==> src/rtl/draw_lines_pkg.sv <==
`default_nettype none
// ============================================================================
//  Module      : draw_lines_pkg
//  Description : Shared types and constants for the draw_lines rasteriser:
//                FSM state encoding, coordinate/error widths and default
//                frame buffer dimensions.
//  Revision    : 1.0 - initial release
// ============================================================================
package draw_lines_pkg;

    // Coordinate width of endpoints and raster counters.
    localparam int COORD_W = 11;
    // Signed Bresenham arithmetic width; two guard bits above COORD_W keep
    // |dx|, |dy| and 2*err representable.
    localparam int ERR_W = 13;

    localparam int DEFAULT_H_RES = 32;
    localparam int DEFAULT_V_RES = 32;

    typedef enum logic [2:0] {
        RST_CLR = 3'd0,
        IDLE    = 3'd1,
        CLEAR   = 3'd2,
        SETUP   = 3'd3,
        DRAW    = 3'd4
    } state_t;

endpackage : draw_lines_pkg
`default_nettype wire

==> src/rtl/line_frame_buffer.sv <==
`default_nettype none
// ============================================================================
//  Module      : line_frame_buffer
//  Description : 1-bit frame buffer organised as V_RES row words of H_RES
//                bits. One whole-row clear port, one single-bit set port and
//                one registered single-bit read port. Writes and reads
//                outside the buffer are suppressed / return 0.
//  Ports       : i_clk, i_reset       - clock, synchronous active-high reset
//                i_clr_en, i_clr_row  - zero the addressed row
//                i_wr_en, i_wr_x/y    - set the addressed pixel
//                i_rd_x/y, o_rd_data  - pixel read, one cycle latency
//  Revision    : 1.0 - initial release
// ============================================================================
module line_frame_buffer
    import draw_lines_pkg::*;
#(
    parameter int H_RES = DEFAULT_H_RES,
    parameter int V_RES = DEFAULT_V_RES
) (
    input  logic               i_clk,
    input  logic               i_reset,
    input  logic               i_clr_en,
    input  logic [COORD_W-1:0] i_clr_row,
    input  logic               i_wr_en,
    input  logic [COORD_W-1:0] i_wr_x,
    input  logic [COORD_W-1:0] i_wr_y,
    input  logic [COORD_W-1:0] i_rd_x,
    input  logic [COORD_W-1:0] i_rd_y,
    output logic               o_rd_data
);

    localparam int c_ROW_W = (V_RES > 1) ? $clog2(V_RES) : 1;
    localparam int c_COL_W = (H_RES > 1) ? $clog2(H_RES) : 1;
    localparam logic [COORD_W-1:0] c_H_LIM = COORD_W'(H_RES);
    localparam logic [COORD_W-1:0] c_V_LIM = COORD_W'(V_RES);

    logic [H_RES-1:0] r_mem [V_RES];
    logic             r_rd_data;

    logic               w_clr_ok;
    logic               w_wr_hit;
    logic               w_rd_hit;
    logic [c_ROW_W-1:0] w_clr_row;
    logic [c_ROW_W-1:0] w_wr_row;
    logic [c_COL_W-1:0] w_wr_col;
    logic [c_ROW_W-1:0] w_rd_row;
    logic [c_COL_W-1:0] w_rd_col;

    // Range checks on the full coordinate so that large addresses never
    // alias onto a real pixel through the truncated index.
    assign w_clr_ok  = i_clr_en && (i_clr_row < c_V_LIM);
    assign w_wr_hit  = i_wr_en && (i_wr_x < c_H_LIM) && (i_wr_y < c_V_LIM);
    assign w_rd_hit  = (i_rd_x < c_H_LIM) && (i_rd_y < c_V_LIM);

    assign w_clr_row = i_clr_row[c_ROW_W-1:0];
    assign w_wr_row  = i_wr_y[c_ROW_W-1:0];
    assign w_wr_col  = i_wr_x[c_COL_W-1:0];
    assign w_rd_row  = i_rd_y[c_ROW_W-1:0];
    assign w_rd_col  = i_rd_x[c_COL_W-1:0];

    // Storage is intentionally not reset; the owner sweeps it with the
    // clear port after reset.
    always_ff @(posedge i_clk) begin
        if (w_clr_ok) begin
            r_mem[w_clr_row] <= '0;
        end
        if (w_wr_hit) begin
            r_mem[w_wr_row][w_wr_col] <= 1'b1;
        end
    end

    // Non-blocking read of r_mem gives read-before-write on a same-pixel
    // collision.
    always_ff @(posedge i_clk) begin
        if (i_reset) begin
            r_rd_data <= 1'b0;
        end else begin
            r_rd_data <= w_rd_hit ? r_mem[w_rd_row][w_rd_col] : 1'b0;
        end
    end

    assign o_rd_data = r_rd_data;

endmodule : line_frame_buffer
`default_nettype wire

==> src/rtl/draw_lines.sv <==
`default_nettype none
// ============================================================================
//  Module      : draw_lines
//  Description : Bresenham line rasteriser into a private 1-bit frame buffer.
//                A clear request latches the endpoints, blanks the buffer one
//                row per cycle, then draws the inclusive line one pixel per
//                cycle. Raster reads are served independently of the FSM.
//  Ports       : i_clk, i_reset          - clock, synchronous active-high reset
//                i_x0/i_y0, i_x1/i_y1    - line endpoints (latched in IDLE)
//                i_clear_buffer          - clear-and-draw request
//                i_hcounter, i_vcounter  - raster read address
//                o_waiting               - idle, ready for a request
//                o_pixel_on              - registered pixel at read address
//  Revision    : 1.0 - initial release
// ============================================================================
module draw_lines
    import draw_lines_pkg::*;
#(
    parameter int H_RES = DEFAULT_H_RES,
    parameter int V_RES = DEFAULT_V_RES
) (
    input  logic               i_clk,
    input  logic               i_reset,
    input  logic [COORD_W-1:0] i_x0,
    input  logic [COORD_W-1:0] i_y0,
    input  logic [COORD_W-1:0] i_x1,
    input  logic [COORD_W-1:0] i_y1,
    input  logic               i_clear_buffer,
    input  logic [COORD_W-1:0] i_hcounter,
    input  logic [COORD_W-1:0] i_vcounter,
    output logic               o_waiting,
    output logic               o_pixel_on
);

    localparam logic [COORD_W-1:0] c_ONE      = COORD_W'(1);
    localparam logic [COORD_W-1:0] c_LAST_ROW = COORD_W'(V_RES - 1);

    state_t                    r_state;
    logic [COORD_W-1:0]        r_row;
    logic                      r_waiting;
    logic [COORD_W-1:0]        r_x0, r_y0, r_x1, r_y1;
    logic [COORD_W-1:0]        r_x, r_y;
    logic signed [ERR_W-1:0]   r_dx, r_dy, r_err;
    logic                      r_sx_neg, r_sy_neg;

    logic signed [ERR_W-1:0]   w_dx_raw, w_dy_raw;
    logic signed [ERR_W-1:0]   w_dx_abs, w_dy_abs;
    logic signed [ERR_W-1:0]   w_e2;
    logic signed [ERR_W-1:0]   w_err_next;
    logic                      w_step_x, w_step_y;
    logic                      w_last_pix;
    logic                      w_last_row;
    logic                      w_clr_en;
    logic                      w_wr_en;

    // ---- Setup arithmetic (zero-extended to signed ERR_W) -----------------
    assign w_dx_raw = $signed({2'b00, r_x1}) - $signed({2'b00, r_x0});
    assign w_dy_raw = $signed({2'b00, r_y1}) - $signed({2'b00, r_y0});
    assign w_dx_abs = w_dx_raw[ERR_W-1] ? -w_dx_raw : w_dx_raw;
    assign w_dy_abs = w_dy_raw[ERR_W-1] ? -w_dy_raw : w_dy_raw;

    // ---- Bresenham step ---------------------------------------------------
    assign w_e2     = r_err <<< 1;
    assign w_step_x = (w_e2 > -r_dy);
    assign w_step_y = (w_e2 < r_dx);

    // Both adjustments apply to the same starting err when both fire.
    always_comb begin
        w_err_next = r_err;
        if (w_step_x) begin
            w_err_next = w_err_next - r_dy;
        end
        if (w_step_y) begin
            w_err_next = w_err_next + r_dx;
        end
    end

    assign w_last_pix = (r_x == r_x1) && (r_y == r_y1);
    assign w_last_row = (r_row == c_LAST_ROW);

    assign w_clr_en = (r_state == RST_CLR) || (r_state == CLEAR);
    assign w_wr_en  = (r_state == DRAW) && !i_reset;

    // ---- Control FSM ------------------------------------------------------
    always_ff @(posedge i_clk) begin
        if (i_reset) begin
            r_state   <= RST_CLR;
            r_row     <= '0;
            r_waiting <= 1'b0;
            r_x0      <= '0;
            r_y0      <= '0;
            r_x1      <= '0;
            r_y1      <= '0;
            r_x       <= '0;
            r_y       <= '0;
            r_dx      <= '0;
            r_dy      <= '0;
            r_err     <= '0;
            r_sx_neg  <= 1'b0;
            r_sy_neg  <= 1'b0;
        end else begin
            case (r_state)
                RST_CLR, CLEAR: begin
                    if (w_last_row) begin
                        r_row <= '0;
                        if (r_state == RST_CLR) begin
                            r_state   <= IDLE;
                            r_waiting <= 1'b1;
                        end else begin
                            r_state <= SETUP;
                        end
                    end else begin
                        r_row <= r_row + c_ONE;
                    end
                end

                IDLE: begin
                    if (i_clear_buffer) begin
                        r_x0      <= i_x0;
                        r_y0      <= i_y0;
                        r_x1      <= i_x1;
                        r_y1      <= i_y1;
                        r_row     <= '0;
                        r_waiting <= 1'b0;
                        r_state   <= CLEAR;
                    end
                end

                SETUP: begin
                    r_dx     <= w_dx_abs;
                    r_dy     <= w_dy_abs;
                    r_err    <= w_dx_abs - w_dy_abs;
                    r_sx_neg <= w_dx_raw[ERR_W-1];
                    r_sy_neg <= w_dy_raw[ERR_W-1];
                    r_x      <= r_x0;
                    r_y      <= r_y0;
                    r_state  <= DRAW;
                end

                DRAW: begin
                    // The pixel at the cursor is written this cycle by the
                    // buffer; the endpoint pixel terminates the line.
                    if (w_last_pix) begin
                        r_state   <= IDLE;
                        r_waiting <= 1'b1;
                    end else begin
                        r_err <= w_err_next;
                        if (w_step_x) begin
                            r_x <= r_sx_neg ? (r_x - c_ONE) : (r_x + c_ONE);
                        end
                        if (w_step_y) begin
                            r_y <= r_sy_neg ? (r_y - c_ONE) : (r_y + c_ONE);
                        end
                    end
                end

                default: begin
                    r_state <= RST_CLR;
                    r_row   <= '0;
                end
            endcase
        end
    end

    assign o_waiting = r_waiting;

    // ---- Frame buffer -----------------------------------------------------
    line_frame_buffer #(
        .H_RES (H_RES),
        .V_RES (V_RES)
    ) u_frame_buffer (
        .i_clk     (i_clk),
        .i_reset   (i_reset),
        .i_clr_en  (w_clr_en),
        .i_clr_row (r_row),
        .i_wr_en   (w_wr_en),
        .i_wr_x    (r_x),
        .i_wr_y    (r_y),
        .i_rd_x    (i_hcounter),
        .i_rd_y    (i_vcounter),
        .o_rd_data (o_pixel_on)
    );

endmodule : draw_lines
`default_nettype wire

==> config.mk <==
export PLATFORM = sky130hd
export DESIGN_NAME = draw_lines
export DESIGN_NICKNAME = d
export VERILOG_FILES = /design/src/rtl/draw_lines_pkg.sv /design/src/rtl/line_frame_buffer.sv /design/src/rtl/draw_lines.sv
export SDC_FILE = /design/constraint.sdc
export NUM_CORES = 2
export LEC_CHECK = 0
export BUFFER_PORTS_ARGS = -buffer_cell sky130_fd_sc_hd__buf_4
export CORE_UTILIZATION = 35
export CTS_BUF_LIST = sky130_fd_sc_hd__clkbuf_4 sky130_fd_sc_hd__clkbuf_8
export CTS_CLUSTER_DIAMETER = 100
export DETAILED_ROUTE_END_ITERATION = 10
export PLACE_DENSITY = 0.5
export RECOVER_POWER = 100
export SLEW_MARGIN = 20
export SYNTH_ARGS = -nofsm -noshare
export SYNTH_HDL_FRONTEND = slang
export SYNTH_SLANG_ARGS = --single-unit
==> constraint.sdc <==
create_clock -name i_clk -period 68.7 [get_ports i_clk]
set_clock_uncertainty 0.1 [all_clocks]
set_input_delay 10.305 -clock i_clk [delete_from_list [all_inputs] [get_ports i_clk]]
set_output_delay 10.305 -clock i_clk [all_outputs]
set_load 0.05 [all_outputs]
==> metrics.md <==
| Metric | Value |
|---|---|
| Die area | 156000 sq um |
| Failing checks | capacitance limit, slew limit |
| Tightest Pin Transition | 8480 ps |
| Post-CTS Setup Inserts | 0 |
| Clock buffer count from CTS | 196 |
| Seq. cell area | 33200 sq um |
| Critical path start-end classification | input pin to register |
| Sw Ratio | 23.0% |
| # placed instances | 6028 |
| Status | finished with violations |
| Worst setup endpoint | u_frame_buffer.r_mem[19][2]$_DFFE_PP_ |
| Synth Flop Type | edfxtp_1 |
| Min-delay src | r_dx[12]$_SDFFE_PP0P_ |
| RSZ-0062 raised after global routing | no |
| Met2 wire length | 72400 um |
| Max-cap viol count | 45 |
| Reg-to-reg startpoint | r_state[0]$_SDFFE_PP0P_ |
| Async SR Flop Fraction | 0% |
| Worst hold path depth | 2 |
| CP startpoint | i_reset |
| Max FO, Critical Path | 117 |
| Initial Util | 35.4% |
| Clock share of power | 42.9% |
| Setup crit start kind | input pin |
| Max IR drop VDD | 0.0148 mV |
| Drt initial violations | 3321 |
| Routed Wire Length | 157000 um |
| Clk_lat worst skew | 930 ps |
| Fillcell total | 14700 |
| Fin crit period | 23380 ps |
| Root Buffer | clkbuf_8 |
| Post-route cell area | 60200 sq um |
| Highest metal used | met4 |
| Vias in the first global route | 34400 |
| Initial antenna violation count | 3 |
| Total iterations of the first detailed-routing run | 5 |
| # IOs | 71 |
| GPL Wtd Cong | 0.802 |
| Combinational share of power | 3.8% |
| Multi-input logic area | 19200 sq um |
| Die height | 395 um |
| Final non-filler cell total | 6378 |
| Flops & latches, synth | 1146 |
| Largest net degree at the start of global routing | 226 |
| CP endpoint kind | register |
| Deepest clock path buffer count | 3 |
| TNS Setup | 0 ps |
| Sequential share of the synthesized area | 61.5% |
| Routed Antenna Nets | 0 |
| Mapped Area | 54000 sq um |
| Cts hold-fix bufs | 0 |
| Sequential power share | 53.2% |
| Die width | 395 um |
| Final Total Pwr | 0.00143 W |
| WL met3 | 10100 um |
| Share of cells above drive strength 1 | 18.8% |
| Critical Path RT | 68700 ps |
| DRC | 0 |
| Cells after Synth | 4167 |
| First-pass GRT wire length | 230000 um |
| Number of flops mapped to enable cells by yosys | 1024 |
| PortBufs | 70 |
| Sw power | 0.000328 W |
| Hold Fails Final Rpt | 0 |
| Hold Worst Slack | 360 ps |
| Via count | 34300 |
| WL/cell | 24.6 um |
| FF-to-FF path depth | 8 |
| Cell internal pwr | 0.00110 W |
| Relative slew slack | -465% |
| Final nets | 4373 |
| Total GRT Usage | 20.0% |
| Worst min path class | register to register |
| Netlist cell types | 89 |
| Period Utilization, post-route | 34.0% |
| P&R area growth vs syn | 11.6% |
| Row cnt | 143 |
| Critical Path AT | 23380 ps |
| Reg-to-Reg End | u_frame_buffer.r_mem[16][2]$_DFFE_PP_ |
| Metal-1 WL | 71100 um |
| Grt total ovfl | 0 |
| Htree depth | 4 |
| Core area | 153000 sq um |
| YS warnings | 0 |
| Reg2Reg Setup Slack | 55080 ps |
| Max-slew violations | 2120 |
| Cts repair resizes | 0 |
| Final setup viols | 0 |
| CTS tree | done |
| Post-DP HPWL | 85100 um |
| Clock transition at path regs | 60 ps |
| DR vias/cell | 5.38 |
| Highest clock rate | 0.0428 GHz |
| DP Area | 56700 sq um |
| Leak | 20.4 nW |
| CTS sink count | 1146 |
| Mean Syn Cell Area | 13.0 sq um |
| Cell Pwr Density | 23.7 nW/um^2 |
| Syn nets | 4344 |
-- worst min path at each step --
| stage | to | slack (ps) |
|---|---|---|
| 4_1_cts | r_dx[12]$_SDFFE_PP0P_ | 360 |
| 3_5_place_dp | r_dx[12]$_SDFFE_PP0P_ | 350 |
| 6_report | r_dx[12]$_SDFFE_PP0P_ | 360 |
| 5_1_grt | r_dx[12]$_SDFFE_PP0P_ | 390 |
| 2_1_floorplan | r_dx[12]$_SDFFE_PP0P_ | 330 |
| 3_3_place_gp | r_dx[12]$_SDFFE_PP0P_ | 350 |
-- power groups by stage --
| stage | Sequential [W] | Combinational, W | Clock (W) |
|---|---|---|---|
| global route | 0.000759 | 0.0000581 | 0.000654 |
| floorplan | 0.000772 | 0.0000350 | 0 |
| finish | 0.000759 | 0.0000545 | 0.000612 |
| detailed placement | 0.000773 | 0.0000542 | 0 |
| CTS | 0.000759 | 0.0000543 | 0.000628 |
| global placement | 0.000773 | 0.0000538 | 0 |
-- synthesized netlist by cell type, types with 5 or more instances --
cell / instances / area, sq um
nor2_1: 1167 / 4380
edfxtp_1: 1024 / 30700
mux4_2: 308 / 6940
clkbuf_1: 240 / 901
nand2_1: 232 / 871
a21oi_1: 158 / 791
dfxtp_1: 122 / 2440
ha_1: 101 / 1260
inv_1: 91 / 342
xnor2_1: 64 / 561
o21ai_0: 51 / 255
nor3_1: 47 / 235
mux2i_1: 41 / 410
buf_2: 36 / 180
xor2_1: 34 / 298
nand3_1: 32 / 160
buf_1: 30 / 113
a211oi_1: 29 / 218
nor2b_1: 24 / 150
a31oi_1: 19 / 119
nor4_1: 18 / 113
and3_1: 17 / 106
buf_4: 17 / 128
a311oi_1: 15 / 131
o211ai_1: 14 / 105
or3_1: 13 / 81.3
a21o_1: 12 / 90.1
mux2_2: 12 / 135
buf_6: 10 / 113
nand2b_1: 10 / 62.6
nand4_1: 10 / 62.6
o21a_1: 10 / 75.1
o21ai_1: 10 / 50.1
o22ai_1: 8 / 50.1
or2_2: 8 / 50.1
fa_1: 7 / 140
a21boi_0: 6 / 45.0
a2111oi_0: 5 / 43.8
a41oi_1: 5 / 43.8
nor3_2: 5 / 50.1
nor3b_1: 5 / 37.5
nor4b_1: 5 / 43.8
o2111ai_1: 5 / 43.8
o31ai_1: 5 / 37.5
-- cells in the final DEF, fill, tap and decap left out, drive strengths merged, types with 10 or more instances in the layout --
| cell type | instances |
|---|---|
| a211oi | 33 |
| a21o | 12 |
| a21oi | 159 |
| a311oi | 16 |
| a31oi | 19 |
| and3 | 17 |
| buf | 118 |
| clkbuf | 316 |
| clkinv | 64 |
| dfxtp | 122 |
| edfxtp | 1024 |
| ha | 101 |
| inv | 102 |
| mux2 | 12 |
| mux2i | 41 |
| mux4 | 308 |
| nand2 | 232 |
| nand2b | 10 |
| nand3 | 32 |
| nand4 | 10 |
| nor2 | 1167 |
| nor2b | 24 |
| nor3 | 52 |
| nor4 | 18 |
| o211ai | 14 |
| o21a | 10 |
| o21ai | 61 |
| or2 | 10 |
| or3 | 13 |
| xnor2 | 64 |
| xor2 | 35 |
-- sequential cells by signal (all words and copies together), names as in the netlist --
name,cells
r_sy_neg,1
r_x1,11
r_y,11
r_row,11
r_y1,11
r_state,3
r_sx_neg,1
r_y0,11
r_x0,11
r_dy,13
o_waiting,1
r_err,12
u_frame_buffer.o_rd_data,1
r_dx,13
u_frame_buffer.r_mem,1024
r_x,11
-- critical path: stages --
cell      delay (ps)
clkbuf_1         870
nor4_1           810
nand3_1          150
nor3_1           240
clkbuf_1        1790
clkbuf_1        2670
clkbuf_1        3110
clkbuf_1        3150
-- layer usage --
metal,GRT usage [%],vias up
met2,31.5,1078
met4,5.09,0
met5,0,-
met1,28.7,17700
li1,-,15300
met3,3.19,218
-- metrics by stage --
stage	utilization, %	setup WS [ps]
6_report	39.5	45320
5_1_grt	39.5	44030
4_1_cts	39.6	54460
3_5_place_dp	37.1	53460
3_3_place_gp	37.1	53440
2_1_floorplan	-	31590
-- final cells by class --
| type | count | area share (%) |
|---|---|---|
| inverters | 93 | 0.579 |
| flip-flops and latches | 1146 | 55.1 |
| well taps | 2030 | 4.22 |
| multi-input cells | 2595 | 31.9 |
| clock buffers | 270 | 5.43 |
| diodes | 3 | 0.0125 |
| clock inverters | 77 | 0.903 |
| repair buffers | 164 | 1.82 |
-- kinds of logic (layout without fill, tap and decap cells) --
logic type                 after synthesis  count (layout)  share of synthesized area [%]
and+or+nand+nor                       1618            1618                           12.2
muxes                                  361             361                           13.9
other                                    0               3                              0
xor gates and xnor gates               100             100                           1.66
buffers and inverters                  426             604                           3.30
adders and majority gates              108             108                           2.60
DFF                                   1146            1146                           61.5
AOI/OAI and AO/OA                      408             408                           4.87
No activity file was read; power rests on OpenSTA's default activity.
